===== config.mk =====
export PLATFORM = sky130hd
export DESIGN_NAME = muldiv_sequencer
export DESIGN_NICKNAME = d
export VERILOG_FILES = /design/src/rtl/muldiv_pkg.sv /design/src/rtl/muldiv_iter_cnt.sv /design/src/rtl/muldiv_sequencer.sv
export SDC_FILE = /design/constraint.sdc
export NUM_CORES = 1
export LEC_CHECK = 0
export ABC_AREA = 1
export CORE_MARGIN = 2
export CORE_UTILIZATION = 30
export CTS_BUF_LIST = sky130_fd_sc_hd__clkbuf_4
export DETAILED_ROUTE_END_ITERATION = 16
export MAX_ROUTING_LAYER = met4
export SLEW_MARGIN = 25
export SYNTH_ARGS = -nofsm -noshare
export SYNTH_HDL_FRONTEND = slang
export SYNTH_SLANG_ARGS = --single-unit

===== constraint.sdc =====
create_clock -name clk -period 4.95 [get_ports clk]
set_input_delay 1.2375 -clock clk [delete_from_list [all_inputs] [get_ports clk]]
set_output_delay 1.2375 -clock clk [all_outputs]
set_load 0.03 [all_outputs]

===== src/rtl/muldiv_pkg.sv =====
// Shared definitions for the multiply/divide sequencer: FSM encoding, op codes
// and iteration constants.
// Optional feature macro: MULDIV_DIV_EN (divide path and divide-by-zero flag).
package muldiv_pkg;

    typedef enum logic [1:0] {
        S_IDLE = 2'd0,
        S_ITER = 2'd1,
        S_DONE = 2'd2
    } state_t;

    localparam logic       OP_MUL      = 1'b0;
    localparam logic       OP_DIV      = 1'b1;
    localparam logic [3:0] ITER_COUNT  = 4'd8;
    localparam logic [7:0] DZ_QUOTIENT = 8'hFF;

endpackage


===== src/rtl/muldiv_iter_cnt.sv =====
// Iteration counter for the sequencer: cleared when an operation is accepted,
// advanced once per radix-2 step, terminal count after ITER_COUNT steps.
module muldiv_iter_cnt
    import muldiv_pkg::*;
(
    input  logic clk,
    input  logic clr,
    input  logic clear_i,
    input  logic en_i,
    output logic tc_o
);

    logic [3:0] cnt_q, cnt_d;

    // Next count: clear wins over enable.
    always_comb begin
        cnt_d = cnt_q;
        if (clear_i) begin
            cnt_d = 4'd0;
        end else if (en_i) begin
            cnt_d = cnt_q + 4'd1;
        end
    end

    // Count register with synchronous clear from clr.
    always_ff @(posedge clk) begin
        if (clr) begin
            cnt_q <= 4'd0;
        end else begin
            cnt_q <= cnt_d;
        end
    end

    assign tc_o = (cnt_q == ITER_COUNT);

endmodule


===== src/rtl/muldiv_sequencer.sv =====
// Sequential 8x8 unsigned multiplier with optional restoring divider.
// Optional feature macro: MULDIV_DIV_EN (divide path and dz flag).
//
// state  | meaning
// S_IDLE | waiting for start; results held
// S_ITER | one radix-2 step per clock until the counter hits terminal count
// S_DONE | results registered, one-cycle done pulse; start accepted here
//
// The 16-bit accumulator holds the running product for multiply, or
// {partial remainder, dividend/quotient} for divide.
module muldiv_sequencer
    import muldiv_pkg::*;
(
    input  logic       clk,
    input  logic       clr,
    input  logic       start,
    input  logic       op,
    input  logic [7:0] a,
    input  logic [7:0] b,
    output logic       busy,
    output logic       done,
    output logic [7:0] res_hi,
    output logic [7:0] res_lo,
    output logic       dz
);

    state_t      state_q, state_d;
    logic [15:0] acc_q, acc_d;
    logic [15:0] mcand_q, mcand_d;
    logic [7:0]  mplier_q, mplier_d;
    logic [7:0]  res_hi_q, res_hi_d;
    logic [7:0]  res_lo_q, res_lo_d;
    logic [15:0] step_acc, step_mcand;
    logic [7:0]  step_mplier;
    logic        cnt_clear, cnt_en, cnt_tc;

`ifdef MULDIV_DIV_EN
    logic        op_q, op_d;
    logic        dz_q, dz_d;
    logic [8:0]  trial;
`else
    logic        unused_op;
    assign unused_op = op;
`endif

    muldiv_iter_cnt u_iter_cnt (
        .clk     (clk),
        .clr     (clr),
        .clear_i (cnt_clear),
        .en_i    (cnt_en),
        .tc_o    (cnt_tc)
    );

    // One radix-2 step: shift-add for multiply, restoring shift-subtract for divide.
    always_comb begin
        step_acc    = acc_q + (mplier_q[0] ? mcand_q : 16'h0000);
        step_mcand  = {mcand_q[14:0], 1'b0};
        step_mplier = {1'b0, mplier_q[7:1]};
`ifdef MULDIV_DIV_EN
        // Partial remainder shifted left with the next dividend bit, minus divisor.
        trial = acc_q[15:7] - {1'b0, mplier_q};
        if (op_q == OP_DIV) begin
            step_mcand  = mcand_q;
            step_mplier = mplier_q;
            if (trial[8]) begin
                step_acc = {acc_q[14:0], 1'b0};
            end else begin
                step_acc = {trial[7:0], acc_q[6:0], 1'b1};
            end
        end
`endif
    end

    // Next-state and datapath control.
    always_comb begin
        state_d   = state_q;
        acc_d     = acc_q;
        mcand_d   = mcand_q;
        mplier_d  = mplier_q;
        res_hi_d  = res_hi_q;
        res_lo_d  = res_lo_q;
        cnt_clear = 1'b0;
        cnt_en    = 1'b0;
`ifdef MULDIV_DIV_EN
        op_d      = op_q;
        dz_d      = dz_q;
`endif
        unique case (state_q)
            S_IDLE, S_DONE: begin
                state_d = S_IDLE;
                if (start) begin
                    state_d   = S_ITER;
                    cnt_clear = 1'b1;
                    acc_d     = 16'h0000;
                    mcand_d   = {8'h00, a};
                    mplier_d  = b;
`ifdef MULDIV_DIV_EN
                    op_d = op;
                    dz_d = 1'b0;
                    if (op == OP_DIV) begin
                        acc_d = {8'h00, a};
                    end
`endif
                end
            end
            S_ITER: begin
`ifdef MULDIV_DIV_EN
                // Zero divisor short-circuits after a single busy cycle.
                if (op_q == OP_DIV && mplier_q == 8'h00) begin
                    state_d  = S_DONE;
                    res_hi_d = acc_q[7:0];
                    res_lo_d = DZ_QUOTIENT;
                    dz_d     = 1'b1;
                end else
`endif
                if (cnt_tc) begin
                    state_d  = S_DONE;
                    res_hi_d = acc_q[15:8];
                    res_lo_d = acc_q[7:0];
                end else begin
                    cnt_en   = 1'b1;
                    acc_d    = step_acc;
                    mcand_d  = step_mcand;
                    mplier_d = step_mplier;
                end
            end
            default: state_d = S_IDLE;
        endcase
    end

    // State and datapath registers; clr clears everything and aborts.
    always_ff @(posedge clk) begin
        if (clr) begin
            state_q  <= S_IDLE;
            acc_q    <= 16'h0000;
            mcand_q  <= 16'h0000;
            mplier_q <= 8'h00;
            res_hi_q <= 8'h00;
            res_lo_q <= 8'h00;
`ifdef MULDIV_DIV_EN
            op_q     <= OP_MUL;
            dz_q     <= 1'b0;
`endif
        end else begin
            state_q  <= state_d;
            acc_q    <= acc_d;
            mcand_q  <= mcand_d;
            mplier_q <= mplier_d;
            res_hi_q <= res_hi_d;
            res_lo_q <= res_lo_d;
`ifdef MULDIV_DIV_EN
            op_q     <= op_d;
            dz_q     <= dz_d;
`endif
        end
    end

    assign busy   = (state_q == S_ITER);
    assign done   = (state_q == S_DONE);
    assign res_hi = res_hi_q;
    assign res_lo = res_lo_q;
`ifdef MULDIV_DIV_EN
    assign dz     = dz_q;
`else
    assign dz     = 1'b0;
`endif

endmodule

==> impl_metrics.env <==
export IMPL_drv_cap=0
export IMPL_crit_path_end_kind="primary output"
export IMPL_multiInputGateArea_um2=1710
export IMPL_tns_ps=0
export IMPL_dpl_instance_area_um2=3820
export IMPL_die_x_um=110
export IMPL_cts_hold_buf=0
export IMPL_nNetsFinal=575
export IMPL_core_area_um2=10900
export IMPL_io_pins=39
export IMPL_final_cell_mix="144 x nand2_1, 79 x inv_1, 62 x dfxtp_1"
export IMPL_tightest_slew_ps=546
export IMPL_syn_instance_count=506
export IMPL_fin_crit_sh_pct=63.4
export IMPL_grt_total_usage_pct=14.4
export IMPL_grt_first_pass_wirelength_mm=13.2
export IMPL_ys_types=35
export IMPL_total_power_mw=1.07
export IMPL_drt_total_wl_mm=7.63
export IMPL_rows=38
export IMPL_routedWlPerCell_um=11.2
export IMPL_syn_to_final_growth_pct=16.6
export IMPL_rsz0062_at_grt="no"
export IMPL_finalSetupViolCount=0
export IMPL_final_common_cell="nand2_1"
export IMPL_final_util_pct=36.2
export IMPL_grt_pass1_vias=2960
export IMPL_cts_buffers=9
export IMPL_grt_overflow_total=0
export IMPL_avgSynthCellArea_um2=6.71
export IMPL_path_clk_slew_ps=110
export IMPL_fin_crit_ps=3140
export IMPL_globalplace_congestion=0.893
export IMPL_dp_hpwl_mm=5.75
export IMPL_powerDensity_nw_per_um2=270
export IMPL_clk_latency_ps=400
export IMPL_cts_buffer_depth=2
export IMPL_clock_sinks=62
export IMPL_finalHoldViolCount=0
export IMPL_path_max_fanout=14
export IMPL_cts_setup_buffers=0
export IMPL_final_area_um2=3960
export IMPL_port_buffers=36
export IMPL_slew_headroom_pct=63.5
export IMPL_avgViaCountPerCell=4.48
export IMPL_status="finished, final reports clean"
export IMPL_drc=0
export IMPL_ys_ff_latch=62
export IMPL_crit_required_ps=3710
export IMPL_clockRootBuffer="clkbuf_4"
export IMPL_tritoncts="yes"
export IMPL_drive_gt1_share_pct=6.27
export IMPL_ant_nets=0
export IMPL_ir_worst_vdd_uv=111
export IMPL_synth_seq_area_share_pct=36.6
export IMPL_drt_initial_drc_count=114
export IMPL_antenna_found_initial=1
export IMPL_die_height_um=110
export IMPL_slew_violations=0
export IMPL_start_kind="flip-flop"
export IMPL_synthesis_area_um2=3390
export IMPL_criticalPathCategory="flip-flop to primary output"
export IMPL_regArea_um2=1240
export IMPL_cts_max_level=3
export IMPL_first_pass_iters=4
export IMPL_fmax_mhz=318
export IMPL_die_area_um2=12200
export IMPL_cts_resized=0
export IMPL_syn_nets=544
export IMPL_place_ws_ps=2150
export IMPL_hold_path_class="flip-flop to flip-flop"
export IMPL_vias=3061
export IMPL_p_leak_nw=1.86
export IMPL_finClkSkew_ps=14.9
export IMPL_setup_ws_ps=1810
export IMPL_nFillCells=1214
export IMPL_ys_warn_count=0
export IMPL_grt_max_degree=29
export IMPL_initial_core_util_pct=31.0
export IMPL_crit_arrival_ps=1900
==> Yosys cell counts <==
library cell | instances | area, um2
buf_4 | 4 | 30.0
buf_6 | 4 | 45.0
xnor2_1 | 1 | 8.76
nor2_4 | 2 | 22.5
o21ai_0 | 37 | 185
o22ai_1 | 8 | 50.1
fa_1 | 1 | 20.0
a211oi_1 | 1 | 7.51
nand4_1 | 4 | 25.0
o32ai_1 | 1 | 8.76
clkbuf_1 | 5 | 18.8
nor2_1 | 43 | 161
buf_2 | 4 | 20.0
and2_1 | 1 | 6.26
inv_2 | 7 | 26.3
o21ai_2 | 1 | 8.76
a31oi_1 | 7 | 43.8
nand3_1 | 21 | 105
inv_1 | 79 | 297
clkinv_1 | 1 | 3.75
xor2_1 | 3 | 26.3
nand2_1 | 144 | 541
or2_2 | 2 | 12.5
inv_4 | 1 | 6.26
nand3b_1 | 3 | 22.5
o21ai_1 | 6 | 30.0
nand3_2 | 1 | 10.0
dfxtp_1 | 62 | 1240
nand2_2 | 2 | 12.5
a211oi_2 | 1 | 12.5
a21oi_1 | 28 | 140
o21bai_1 | 1 | 7.51
nand2_4 | 2 | 22.5
ha_1 | 17 | 213
conb_1 | 1 | 3.75
==> cell type report <==
type | instances | area share (%)
well taps | 140 | 4.42
repair buffers | 37 | 9.29
inverters | 88 | 8.41
clock buffers | 11 | 2.09
clock inverters | 5 | 1.26
multi-input cells | 339 | 43.1
diodes | 1 | 0.0632
flip-flops and latches | 62 | 31.4
==> routing by layer <==
metal  share of wire [%]  global-route usage [%]
met1                  52                    18.4
met2                  42                    21.8
met3                 3.5                    2.65
met4                 2.0                    6.79
met5                   0                       -
==> worst max-delay path, cell delays in order (launching register included) <==
cell and delay (ps):
dfxtp_1 370, inv_2 60, nor2_4 320, clkdlybuf4s50_1 750
==> registers in the layout, summed over array words and instances, names as in the netlist <==
name              flops
mplier_q              8
state_q               2
res_hi                8
acc_q                16
mcand_q              16
u_iter_cnt.cnt_q      4
res_lo                8
==> cells by family after synthesis <==
group / count (synthesis) / share of synthesized area [%]
other: 1 / 0.110
buffers and inverters: 105 / 13.2
AND/OR/NAND/NOR: 225 / 27.7
AO/OA/AOI/OAI: 91 / 14.6
XOR/XNOR: 4 / 1.03
flip-flops: 62 / 36.6
adder cells (fa/ha/maj): 18 / 6.86
==> metrics by stage <==
step	instances	hold slack [ps]
2_1_floorplan	506	426
5_1_grt	683	479
3_3_place_gp	666	439
4_1_cts	682	460
6_report	683	460
3_5_place_dp	666	445
==> final timing paths <==
kind              cells after the start  slack [ps]   endpoint        start
setup reg to reg                     11        2660   acc_q[8]  mplier_q[0]
hold reg to reg                       2         460  acc_q[15]    acc_q[15]
hold / removal                        2         460  acc_q[15]    acc_q[15]
setup / recovery                      3        1810       busy   state_q[0]
==> power by group <==
group | switching, mW | internal [mW] | total, mW
Combinational | 0.111 | 0.0650 | 0.176
Clock | 0.182 | 0.162 | 0.344
Sequential | 0.0191 | 0.527 | 0.546
No activity file was read; power rests on OpenSTA's default activity.
